$ cat config.mk
export PLATFORM = sky130hd
export DESIGN_NAME = regfile_wb_ctrl
export DESIGN_NICKNAME = d
export VERILOG_FILES = /design/src/rtl/regfile_pkg.sv /design/src/rtl/regfile_wb_ctrl_rr_arb2.sv /design/src/rtl/regfile_wb_ctrl.sv
export SDC_FILE = /design/constraint.sdc
export NUM_CORES = 1
export LEC_CHECK = 0
export BUFFER_PORTS_ARGS = -buffer_cell sky130_fd_sc_hd__buf_2
export CELL_PAD_IN_SITES_DETAIL_PLACEMENT = 1
export CELL_PAD_IN_SITES_GLOBAL_PLACEMENT = 1
export CORE_ASPECT_RATIO = 1.75
export CORE_MARGIN = 5
export CORE_UTILIZATION = 33
export DETAILED_ROUTE_END_ITERATION = 10
export PLACE_DENSITY_LB_ADDON = 0.05
export SLEW_MARGIN = 15
export SYNTH_ARGS = -nofsm -noshare
export SYNTH_HDL_FRONTEND = slang
export SYNTH_SLANG_ARGS = --single-unit
$ cat constraint.sdc
create_clock -name clk -period 1.55 [get_ports clk]
set_input_delay 0.155 -clock clk [delete_from_list [all_inputs] [get_ports clk]]
set_output_delay 0.155 -clock clk [all_outputs]
set_load 0.1 [all_outputs]
$ cat src/rtl/regfile_pkg.sv
// Shared constants and types for the register-file write-back slice.
package regfile_pkg;

  localparam int REG_WIDTH   = 32;
  localparam int REG_NUM     = 32;
  localparam int REG_KEY_LEN = 5;

  // Identifies which write-back requester a grant or pointer refers to.
  typedef enum logic {
    REQ_EXU = 1'b0,
    REQ_LSU = 1'b1
  } req_id_e;

endpackage

$ cat src/rtl/regfile_wb_ctrl_rr_arb2.sv
// Two-way round-robin arbiter. The pointer names the requester that wins
// the next tie, and moves to the other requester after each transfer.
module rr_arb2
  import regfile_pkg::*;
(
  input  logic clk,
  input  logic rst,
  input  logic req0,
  input  logic req1,
  input  logic update,
  output logic grant0,
  output logic grant1
);

  req_id_e ptr;

  // A lone requester always wins; on a tie the pointer decides.
  always_comb begin
    grant0 = 1'b0;
    grant1 = 1'b0;
    if (req0 && req1) begin
      if (ptr == REQ_EXU) begin
        grant0 = 1'b1;
      end else begin
        grant1 = 1'b1;
      end
    end else begin
      grant0 = req0;
      grant1 = req1;
    end
  end

  // After a transfer, favour whichever requester did not just win.
  always_ff @(posedge clk) begin
    if (rst) begin
      ptr <= REQ_EXU;
    end else if (update) begin
      ptr <= grant0 ? REQ_LSU : REQ_EXU;
    end
  end

endmodule

$ cat src/rtl/regfile_wb_ctrl.sv
// Write-back controller: owns the register file write port, arbitrates
// EXU/LSU results and tracks pending writes for decode hazard checks.
module regfile_wb_ctrl
  import regfile_pkg::*;
#(
  parameter int WIDTH   = REG_WIDTH,
  parameter int REGNUM  = REG_NUM,
  parameter int KEY_LEN = REG_KEY_LEN
) (
  input  logic               clk,
  input  logic               rst,
  input  logic               req0_valid,
  output logic               req0_ready,
  input  logic [KEY_LEN-1:0] req0_rd,
  input  logic [WIDTH-1:0]   req0_data,
  input  logic               req1_valid,
  output logic               req1_ready,
  input  logic [KEY_LEN-1:0] req1_rd,
  input  logic [WIDTH-1:0]   req1_data,
  input  logic               issue_valid,
  output logic               issue_ready,
  input  logic [KEY_LEN-1:0] issue_rd,
  input  logic [KEY_LEN-1:0] rs1_idx,
  input  logic [KEY_LEN-1:0] rs2_idx,
  output logic               rs1_busy,
  output logic               rs2_busy,
  output logic [KEY_LEN-1:0] wb_reg,
  output logic [WIDTH-1:0]   wb_data,
  output logic               wb_en
);

  logic               grant0;
  logic               grant1;
  logic               xfer;
  logic [KEY_LEN-1:0] sel_rd;
  logic [WIDTH-1:0]   sel_data;
  logic               issue_fire;
  logic [REGNUM-1:0]  busy;
  logic [REGNUM-1:0]  busy_next;

  // Requests are masked during reset so no ready is raised and nothing is taken.
  rr_arb2 u_arb (
    .clk    (clk),
    .rst    (rst),
    .req0   (req0_valid && !rst),
    .req1   (req1_valid && !rst),
    .update (xfer),
    .grant0 (grant0),
    .grant1 (grant1)
  );

  // Handshake outputs and the payload of whichever requester was granted.
  always_comb begin
    req0_ready = grant0;
    req1_ready = grant1;
    xfer       = grant0 || grant1;
    sel_rd     = grant1 ? req1_rd   : req0_rd;
    sel_data   = grant1 ? req1_data : req0_data;
  end

  // Write-back register: a single-cycle enable pulse per non-x0 transfer;
  // register and data hold their last written values between pulses.
  always_ff @(posedge clk) begin
    if (rst) begin
      wb_en   <= 1'b0;
      wb_reg  <= '0;
      wb_data <= '0;
    end else begin
      wb_en <= xfer && (sel_rd != '0);
      if (xfer && (sel_rd != '0)) begin
        wb_reg  <= sel_rd;
        wb_data <= sel_data;
      end
    end
  end

  // Issue is accepted unless its destination still has a write pending.
  always_comb begin
    issue_ready = !rst && ((issue_rd == '0) || !busy[issue_rd]);
    issue_fire  = issue_valid && issue_ready;
    rs1_busy    = busy[rs1_idx];
    rs2_busy    = busy[rs2_idx];
  end

  // Clear on the completing write-back first so a same-edge issue wins.
  always_comb begin
    busy_next = busy;
    if (wb_en) begin
      busy_next[wb_reg] = 1'b0;
    end
    if (issue_fire && (issue_rd != '0)) begin
      busy_next[issue_rd] = 1'b1;
    end
    busy_next[0] = 1'b0;
  end

  // Scoreboard state register.
  always_ff @(posedge clk) begin
    if (rst) begin
      busy <= '0;
    end else begin
      busy <= busy_next;
    end
  end

endmodule
After elaboration in Yosys (flattened, before gate mapping) --
Index checks and enable logic that the tools add are counted.
Storage, ports and cells: register bits after elaboration 71, output and inout bits 43, logic and storage cells 50, bits of input ports 94
Operators by class: $lt $le $gt $ge 6, multiplexer cells 19, bitwise gates (word level) 3, reductions and logical operators 16
Operators with widths (number):
- 32-bit two-way mux | 3
- 32-bit bitwise AND | 1
- 32-bit NOT | 1
- 32-bit bitwise OR | 1
- 5-bit by 6-bit < comparator with 1-bit output (second input constant) | 4
- 1-bit binary-select mux with 5-bit select | 3
- 1-bit demux with 5-bit select | 2
- 5-bit by 1-bit greater-or-equal comparator with 1-bit output (second input constant) | 2
- 1-bit two-way mux | 10
- 5-bit nonzero test | 2
- 1-bit logical AND | 9
- 5-bit logical NOT | 1
- 5-bit two-way mux | 1
- 1-bit logical NOT | 2
- 1-bit logical OR | 2

Longest topological paths before layout --
Gate-level depths: netlist (run 1).
depth after elaboration 9, mapped depth 7, depth with buffers taken out 5

Cells and area by module --
A second synthesis (run 1) with hierarchy kept.
Second synthesis, totals: cell total of the unflattened synthesis 478, area, all modules 4491.8 um2
By module, submodules not included:
- regfile_wb_ctrl | instances 1, area each 4424.2 um2, seq. area each 1381.3 um2, cells an instance 471
- rr_arb2 | instances 1, area each 67.6 um2, seq. area each 20.0 um2, cells an instance 7

Worst setup path before layout (run 1) --
OpenSTA, ideal clock, no wires.
kind in2out, start input port issue_rd[1], end output port issue_ready, stages on the path 6, data arrival time 3357 ps, path slack -1962 ps, data required time 1395 ps, cells stage by stage buf_2 -> buf_2 -> mux4_2 -> nand2_1 -> o21ai_0 -> a211oi_1
Between the ends: word-level cells in the longest chain between the ends 5, elaborated cells on any way between the ends 6
Ends and longest elaborated chain:
- start: declaration | RTL line regfile_wb_ctrl.sv:22 | input logic [KEY_LEN-1:0] issue_rd,
- 1-bit binary-select mux with 5-bit select | RTL line regfile_wb_ctrl.sv:79 | issue_ready = !rst && ((issue_rd == '0) || !busy[issue_rd]);
- 1-bit two-way mux (implied by the code) | RTL line regfile_wb_ctrl.sv:79
- 1-bit logical NOT | RTL line regfile_wb_ctrl.sv:79
- 1-bit logical OR * | RTL line regfile_wb_ctrl.sv:79
- 1-bit logical AND * | RTL line regfile_wb_ctrl.sv:79
- end: declaration | RTL line regfile_wb_ctrl.sv:21 | output logic issue_ready,
Every way passes the cells marked *; elsewhere a longest branch is shown, timed or not. The select of a mux whose other input is x is not followed.

Final worst setup path (run 1) --
start register busy[11], end output port rs1_busy
Between the ends: word-level cells in the longest chain between the ends 2
Ends and longest elaborated chain:
- start: declaration | RTL line regfile_wb_ctrl.sv:38 | logic [REGNUM-1:0] busy;
- start signal: assignment | RTL line regfile_wb_ctrl.sv:102 | busy <= busy_next;
- 1-bit binary-select mux with 5-bit select | RTL line regfile_wb_ctrl.sv:81 | rs1_busy = busy[rs1_idx];
- 1-bit two-way mux (implied by the code) | RTL line regfile_wb_ctrl.sv:81
- end: declaration | RTL line regfile_wb_ctrl.sv:25 | output logic rs1_busy,
No other way between the ends. The select of a mux whose other input is x is not followed.

==> flow_metrics.py, run 1 <==
metrics = {
    "outcome": {
        "status": "finished, violations left",
        "violations": "setup timing",
    },
    "place": {
        "hpwl_um": 13300,
        "io_buffers": 136,
        "gp_congestion": 0.902,
        "place_inst": 824,
        "placed_area_mm2": 0.00554,
    },
    "power": {
        "seqPwrFrac_pct": 33.1,
        "p_per_area_mw_per_mm2": 857,
        "p_int_mw": 3.86,
        "peakVddDrop_uv": 646,
        "power_frac_clock_pct": 33.8,
        "switching_share_pct": 36.2,
        "power_leakage_nw": 2.89,
        "p_comb_share_pct": 33.1,
        "power_switching_mw": 2.19,
    },
    "cells_and_area": {
        "n_antenna_cell": 0,
        "largest_register_ffs": 32,
        "syn2layout_area_growth_pct": 75.9,
        "final_area_mm2": 0.00705,
        "final_util_pct": 58.8,
        "drive_gt1_share_pct": 61.5,
        "layout.nets": 789,
        "stdcell_count": 863,
    },
    "yosys": {
        "synth_cell_types": 41,
        "yosys.area.top_type": "dfxtp_1",
        "syn-instance-count": 478,
        "synthTopCellsByArea": "dfxtp_1 35%, mux4_2 11%, nand2_1 9.8%",
        "syn_nets": 572,
        "synthArstFlopShare_pct": 0,
        "yosys_register_bits": 70,
        "syn-cell-area_mm2": 0.00401,
        "avgSynthCellArea_um2": 8.39,
        "synth_flop_cell": "dfxtp_1",
        "synth_top_area_share_pct": 34.9,
        "synth_seq_area_share_pct": 34.9,
        "yosysWarnings": 0,
        "synth_edf_count": 0,
    },
    "grt": {
        "met3_usage_pct": 4.25,
        "grt_max_degree": 38,
        "top_usage_layer": "met2",
        "grtUsageMet1_pct": 24.1,
        "grt_util_met2_pct": 50.6,
        "grt_usage_pct": 25.9,
        "grt_antenna_before_repair": 0,
        "grt_overflow": 0,
        "grt_pass1_vias": 5309,
        "grt_pass1_wl_um": 28600,
    },
    "sta": {
        "period_share_pct": 139,
        "max_freq_ghz": 0.465,
        "clock_skew_ps": 5.17,
        "grt_setup_unrepaired": "yes",
        "timing.final.crit_period_ps": 2150,
        "setup_violations": 63,
        "fin_ws_ps": -602,
        "slew_violations": 0,
        "hold_viol_final": 0,
        "worst_slew_pin_slew_ps": 595,
        "fin_tns_setup_ps": -9080,
        "slew_headroom_pct": 60.2,
    },
    "hold_path": {
        "worstHoldEndpoint": "wb_data[22]",
        "min_path_type": "input pin to flip-flop",
        "hold_depth": 3,
        "hp-start": "req1_data[22]",
    },
    "floorplanning": {
        "dieArea_mm2": 0.0145,
        "die_w_um": 93.3,
        "initial_utilization_pct": 33.4,
        "die_y_um": 156,
        "ioPinCount": 137,
        "coreArea_mm2": 0.0120,
        "rows": 53,
    },
    "drt": {
        "drt_first_iter_violations": 137,
        "drt_wl_total_um": 18800,
        "first_pass_iters": 5,
        "via_per_inst": 5.38,
        "ant_nets": 0,
        "via_count": 4642,
        "drc": 0,
        "detail_route.wl_per_cell_um": 21.8,
    },
    "setup_path": {
        "cp_max_fo": 3,
        "reg2reg_to": "busy[26]",
        "crit_path_end_kind": "primary output",
        "critPathKind": "flip-flop to primary output",
        "cp-start-kind": "flip-flop",
        "worstRegToRegCells": 8,
        "worstPathArrival_ps": 2000,
        "critical_path_required_ps": 1390,
        "rr_startpoint": "busy[28]",
        "rrSetupSlack_ps": -340,
    },
    "clock_network": {
        "clockBufferDepth": 2,
        "cts-root-buf": "clkbuf_16",
        "path_clk_slew_ps": 60,
        "cts_tree": "built",
        "cts_buffers": 9,
        "clock_latency_ps": 330,
        "cts_sinks": 70,
        "htreeDepth": 3,
        "holdBufCountCts": 0,
    },
    "run": {
        "drv_cap": 0,
    },
}
[timing repair]
action / 4_1_cts / 5_1_grt
gates cloned: 8 / 1
pin swaps: 44 / 20
setup buffers: 16 / 6
endpoints found under the setup margin: 71 / 72
resized for setup: 152 / 76
[worst max path at each step]
stage | end | slack [ps] | depth (start not counted) | start
after global placement | rs2_busy | -460 | 5 | rs2_idx[0]
after floorplan | issue_ready | -430 | 4 | busy[27]
after detailed placement | rs1_busy | -490 | 8 | rs1_idx[0]
after CTS | rs1_busy | -620 | 4 | busy[11]
after global routing | rs1_busy | -640 | 4 | busy[11]
final | rs1_busy | -600 | 4 | busy[11]
[area by class of cell]
type,instances,area [µm²]
Fill cell,1344,4950
Sequential cell,70,1440
Timing Repair Buffer,242,1860
Tap cell,165,206
Inverter,4,17.5
Clock buffer,14,294
Multi-Input combinational cell,368,3240
[Yosys cell counts, types with 2 or more instances]
library cell and number:
a211oi_1 3, a21oi_1 4, a311oi_1 36, buf_2 15, clkbuf_1 21, dfxtp_1 70, inv_1 3, mux2_2 4
mux2i_1 11, mux4_2 19, nand2_1 105, nand2b_1 4, nand3_1 9, nand3b_1 23, nor2_1 41, nor2b_1 18
nor3_1 7, nor3b_1 5, o211ai_1 2, o21a_1 2, o21ai_0 39, o21ai_1 4, o22ai_1 3, o31ai_1 9
or2_2 2, or3_1 2, or3b_1 2, or4_1 2
[kinds of logic (layout without fill, tap and decap cells)]
logic type | count (synthesis) | after routing | synth area share, %
AOI/OAI and AO/OA | 106 | 106 | 18.9
buffers and inverters | 41 | 260 | 4.31
and+or+nand+nor | 227 | 228 | 27.3
muxes | 34 | 34 | 14.5
DFF | 70 | 70 | 34.9
[cell usage in the layout, fill, tap and decap left out, types with 15 or more instances in the layout]
master and count:
a311oi_2 33, buf_2 131, buf_4 75, dfxtp_1 49
dfxtp_2 15, mux4_2 19, nand2_1 99, nand3b_1 23
nor2_2 16, nor2b_1 17, o21ai_0 19, o21ai_2 18
[power groups by stage]
stage / combinational, mW / sequential (mW) / clock (mW)
2_1_floorplan: 0.546 / 2.60 / 0
4_1_cts: 1.91 / 1.99 / 2.07
5_1_grt: 2.09 / 2.02 / 2.14
3_3_place_gp: 1.56 / 2.01 / 0
3_5_place_dp: 1.58 / 2.02 / 0
6_report: 2.00 / 2.00 / 2.04
[worst max-delay path: stages (launching register included)]
cell and delay, ps:
dfxtp_2 320, mux4_2 480, mux4_2 490, o21a_4 220, buf_12 160
[metal layers]
layer  vias up  part of all wire (%)
met5         -                     0
met4         0                   5.7
met3        47                   3.8
met2       155                    57
met1      2253                    33
li1       2187                     -
[stage by stage]
step           setup slack, ps  hold slack (ps)  power (mW)
6_report                  -602             88.4        6.05
5_1_grt                   -639             94.6        6.25
4_1_cts                   -624             77.9        5.97
3_5_place_dp              -487              427        3.60
3_3_place_gp              -455              419        3.57
2_1_floorplan             -432              302        3.15
(Power assumes the default switching activity.)
==> run 2, diff against run 1 <==
==> constraint.sdc (replaced) <==
create_clock -name clk -period 1.55 [get_ports clk]
set_input_delay 0.31 -clock clk [delete_from_list [all_inputs] [get_ports clk]]
set_output_delay 0.31 -clock clk [all_outputs]
set_load 0.1 [all_outputs]
==> flow_metrics.py, run 2 (same netlist as run 1, synthesis figures left out) <==
metrics = {
    "outcome": {
        "status": "finished, violations left",
        "violations": "setup timing",
    },
    "drt": {
        "drt_wl_total_um": 19800,
        "first_pass_iters": 4,
        "via_count": 4864,
        "drt_first_iter_violations": 196,
        "ant_nets": 0,
        "detail_route.wl_per_cell_um": 22.7,
        "via_per_inst": 5.57,
        "drc": 0,
    },
    "floorplanning": {
        "initial_utilization_pct": 33.4,
        "die_w_um": 93.3,
        "die_y_um": 156,
        "coreArea_mm2": 0.0120,
        "rows": 53,
        "dieArea_mm2": 0.0145,
        "ioPinCount": 137,
    },
    "grt": {
        "top_usage_layer": "met2",
        "grt_max_degree": 35,
        "grt_pass1_wl_um": 29700,
        "grt_overflow": 0,
        "grt_usage_pct": 27.0,
        "grtUsageMet1_pct": 23.5,
        "met3_usage_pct": 5.79,
        "grt_util_met2_pct": 52.9,
        "grt_pass1_vias": 5475,
        "grt_antenna_before_repair": 2,
    },
    "clock_network": {
        "clock_latency_ps": 330,
        "cts_tree": "built",
        "cts-root-buf": "clkbuf_16",
        "holdBufCountCts": 0,
        "path_clk_slew_ps": 60,
        "htreeDepth": 3,
        "cts_buffers": 9,
        "clockBufferDepth": 2,
        "cts_sinks": 70,
    },
    "hold_path": {
        "worstHoldEndpoint": "wb_data[30]",
        "hold_depth": 3,
        "min_path_type": "input pin to flip-flop",
        "hp-start": "req1_data[30]",
    },
    "sta": {
        "period_share_pct": 150,
        "slew_violations": 0,
        "worst_slew_pin_slew_ps": 591,
        "timing.final.crit_period_ps": 2330,
        "fin_ws_ps": -783,
        "setup_violations": 72,
        "max_freq_ghz": 0.429,
        "fin_tns_setup_ps": -11300,
        "slew_headroom_pct": 60.5,
        "grt_setup_unrepaired": "yes",
        "hold_viol_final": 0,
        "clock_skew_ps": 8.52,
    },
    "setup_path": {
        "crit_path_end_kind": "primary output",
        "cp-start-kind": "flip-flop",
        "worstRegToRegCells": 9,
        "critPathKind": "flip-flop to primary output",
        "cp_max_fo": 3,
        "reg2reg_to": "busy[13]",
        "rrSetupSlack_ps": -360,
        "rr_startpoint": "busy[2]",
        "critical_path_required_ps": 1240,
        "worstPathArrival_ps": 2020,
    },
    "place": {
        "placed_area_mm2": 0.00572,
        "io_buffers": 136,
        "hpwl_um": 13600,
        "gp_congestion": 0.939,
    },
    "power": {
        "power_leakage_nw": 2.95,
        "peakVddDrop_uv": 567,
        "p_per_area_mw_per_mm2": 837,
    },
    "cells_and_area": {
        "layout_common_cells": "124 x buf_2, 101 x nand2_1, 75 x buf_4",
        "final_area_mm2": 0.00713,
        "largest_register_ffs": 32,
        "layout.nets": 797,
        "drive_gt1_share_pct": 61.0,
        "final_common_cell": "buf_2",
        "syn2layout_area_growth_pct": 77.8,
    },
    "run": {
        "drv_cap": 0,
    },
}
[run 2: final cells by class]
cell class              count  area (µm²)
diodes                      2        5.00
clock buffers              14         264
clock inverters             1        5.00
fillers                  1341        4870
inverters                   4        17.5
multi-input cells         368        3180
flip-flops and latches     70        1430
well taps                 165         206
repair buffers            250        2020
[run 2: what timing repair did]
item / 4_1_cts / 5_1_grt
setup endpoints to repair: 72 / 73
pin swaps: 56 / 31
gates resized for setup: 141 / 63
endpoints found under the hold margin: 0 / 0
setup buffers: 23 / 9
cloned: 10 / 0
[run 2: worst max-delay path, cell delays in order (launching register included)]
cell     delay (ps)
dfxtp_2         330
mux4_2          460
mux4_2          500
o21a_4          230
buf_12          160
[run 2: power by group]
part           internal, mW  switching, mW
clock                  1.16          0.746
sequential             1.90          0.112
combinational         0.717           1.33
[run 2: metal layers]
metal  vias up  wire (µm)
li1       2211          -
met1      2395       6210
met2       185      11200
met3        73       1010
met4         0       1390
met5         -          0
[run 2: worst max path at each step]
| stage | start | endpoint | slack, ps | cells after the start |
|---|---|---|---|---|
| 2_1_floorplan | issue_rd[1] | issue_ready | -730 | 6 |
| 3_3_place_gp | rs2_idx[0] | rs2_busy | -760 | 5 |
| 3_5_place_dp | rs1_idx[0] | rs1_busy | -810 | 5 |
| 4_1_cts | busy[27] | rs1_busy | -800 | 4 |
| 5_1_grt | busy[27] | rs1_busy | -830 | 4 |
| 6_report | busy[26] | rs1_busy | -780 | 4 |
[run 2: through the flow]
step | cells | setup WS, ps | power [mW] | util [%] | hold slack [ps]
finish | 874 | -783 | 5.97 | 59.4 | 232
global route | 874 | -835 | 6.17 | 59.4 | 238
CTS | 875 | -803 | 5.88 | 57.4 | 231
detailed placement | 829 | -806 | 3.67 | 47.6 | 491
global placement | 829 | -761 | 3.64 | 47.6 | 483
floorplan | 478 | -730 | 3.19 | - | 460
==> run 3, diff against run 2 <==
Settings changed: CORE_UTILIZATION 33 to 35, SYNTH_HIERARCHICAL set to 1.
==> flow_metrics.py, run 3 <==
metrics = {
    "outcome": {
        "status": "finished, violations left",
        "violations": "setup timing",
    },
    "drt": {
        "drt_wl_total_um": 18900,
        "detail_route.wl_per_cell_um": 21.6,
        "ant_nets": 0,
        "drc": 0,
        "first_pass_iters": 4,
        "drt_first_iter_violations": 145,
        "via_count": 4795,
        "via_per_inst": 5.46,
    },
    "place": {
        "io_buffers": 136,
        "placed_area_mm2": 0.00618,
        "place_inst": 845,
        "hpwl_um": 13800,
        "gp_congestion": 0.877,
    },
    "grt": {
        "grt_antenna_before_repair": 0,
        "grt_max_degree": 41,
        "grt_usage_pct": 25.1,
        "grt_pass1_vias": 5387,
        "grt_overflow": 0,
        "grt_pass1_wl_um": 29100,
    },
    "yosys": {
        "yosysWarnings": 6,
        "synth_seq_area_share_pct": 31.2,
        "yosys.area.top_type": "dfxtp_1",
        "syn-cell-area_mm2": 0.00449,
        "syn-instance-count": 478,
        "synth_edf_count": 0,
        "synthArstFlopShare_pct": 0,
        "synth_cell_types": 49,
        "yosys_register_bits": 70,
        "synthTopCellsByArea": "dfxtp_1 31%, mux2i_1 15%, a211oi_2 8.4%",
        "synth.most_common_cell": "dfxtp_1",
        "synth_top_area_share_pct": 31.2,
        "synth_flop_cell": "dfxtp_1",
        "synth_commonest_cells": "70 x dfxtp_1, 66 x mux2i_1, 30 x a211oi_2, 30 x a21oi_2, 28 x o21ai_1",
        "avgSynthCellArea_um2": 9.40,
        "syn_nets": 572,
    },
    "floorplanning": {
        "coreArea_mm2": 0.0126,
        "die_w_um": 95.6,
        "initial_utilization_pct": 35.7,
        "ioPinCount": 137,
        "rows": 54,
        "dieArea_mm2": 0.0153,
        "die_y_um": 160,
    },
    "cells_and_area": {
        "layout_common_cells": "127 x buf_2, 87 x buf_4, 63 x mux2i_1",
        "n_antenna_cell": 0,
        "final_util_pct": 56.2,
        "fillCellCount": 1424,
        "final_area_mm2": 0.00706,
        "drive_gt1_share_pct": 55.3,
        "stdcell_count": 879,
        "final_common_cell": "buf_2",
        "layout.nets": 801,
        "syn2layout_area_growth_pct": 57.2,
        "largest_register_ffs": 32,
    },
    "sta": {
        "hold_viol_final": 0,
        "max_freq_ghz": 0.430,
        "period_share_pct": 150,
        "slew_headroom_pct": 59.8,
        "slew_violations": 0,
        "worst_slew_pin_slew_ps": 595,
        "fin_ws_ps": -775,
        "timing.final.crit_period_ps": 2330,
        "grt_setup_unrepaired": "yes",
        "setup_violations": 42,
        "clock_skew_ps": 6.43,
    },
    "clock_network": {
        "clockBufferDepth": 2,
        "path_clk_slew_ps": 60,
        "cts_buffers": 9,
        "clock_latency_ps": 340,
        "cts_sinks": 70,
        "cts_tree": "built",
        "cts-root-buf": "clkbuf_16",
        "holdBufCountCts": 0,
        "htreeDepth": 3,
    },
    "power": {
        "peakVddDrop_uv": 555,
        "p_per_area_mw_per_mm2": 864,
        "power_leakage_nw": 2.89,
    },
    "setup_path": {
        "worstPathArrival_ps": 2020,
        "cp_slowest_cell": "mux4_2",
        "critical_path_required_ps": 1240,
        "crit_path_end_kind": "primary output",
        "max_stage_delay_ps": 470,
        "crit_family": "compound AO/OA/AOI/OAI gates",
        "critPathKind": "flip-flop to primary output",
        "cp_num_buf_inv": 1,
        "crit_chain": "mux4_2 > a41oi_1 > o41ai_1 > a2111oi_4 > buf_12",
        "cp_max_fo": 2,
        "cp-start-kind": "flip-flop",
    },
    "run": {
        "drv_cap": 0,
    },
    "hold_path": {
        "min_path_type": "input pin to flip-flop",
    },
}
[run 3: where the power goes]
part	total (mW)	switching (mW)	internal, mW
logic	2.20	1.44	0.760
registers	2.01	0.113	1.90
clock network	1.89	0.816	1.07
total	6.10	2.37	3.73
[run 3: area by class of cell]
type	instances	area [µm²]	area share [%]
Multi-Input combinational cell	370	3240	45.9
Timing Repair Buffer	250	1890	26.8
Sequential cell	70	1430	20.2
Clock buffer	9	225	3.19
Tap cell	168	210	2.98
Clock inverter	6	40.0	0.567
Inverter	6	22.5	0.319
[run 3: worst min-delay path, cell delays in order]
cell	delay, ps
buf_2	100
mux2i_1	140
a211oi_2	90
[run 3: layer usage]
metal  routed length (µm)  GRT usage (%)  part of all wire, %
met1                 6320           24.1                   33
met2                10600           47.8                   56
met3                  775           4.38                  4.1
met4                 1240           13.9                  6.5
met5                    0              0                    0
[run 3: final timing paths]
check	from	endpoint	slack [ps]	cells past startpoint
setup / recovery	busy[30]	issue_ready	-780	5
hold / removal	req0_data[4]	wb_data[4]	340	3
setup reg to reg	u_arb/ptr	wb_data[21]	-510	9
hold reg to reg	wb_data[5]	wb_data[5]	510	2
[run 3: cell families after synthesis]
group	synth area share, %
mux	19.2
flops	31.2
buf+inv	5.15
compound gates	28.2
simple gates	16.2
[run 3: timing repair]
| item | 4_1_cts | 5_1_grt |
|---|---|---|
| gates cloned | 8 | 1 |
| setup buffers | 14 | 2 |
| pin swaps | 7 | 10 |
| resized for setup | 65 | 25 |
| endpoints found under the setup margin | 60 | 60 |
[run 3: stage by stage]
step / setup TNS, ps / setup WS, ps / power, mW / hold WS (ps)
finish: -19700 / -775 / 6.10 / 342
global route: -22850 / -863 / 6.32 / 347
CTS: -17890 / -801 / 6.09 / 318
detailed placement: -44910 / -905 / 3.96 / 504
global placement: -40380 / -788 / 3.93 / 496
floorplan: -57410 / -1370 / 3.40 / 474
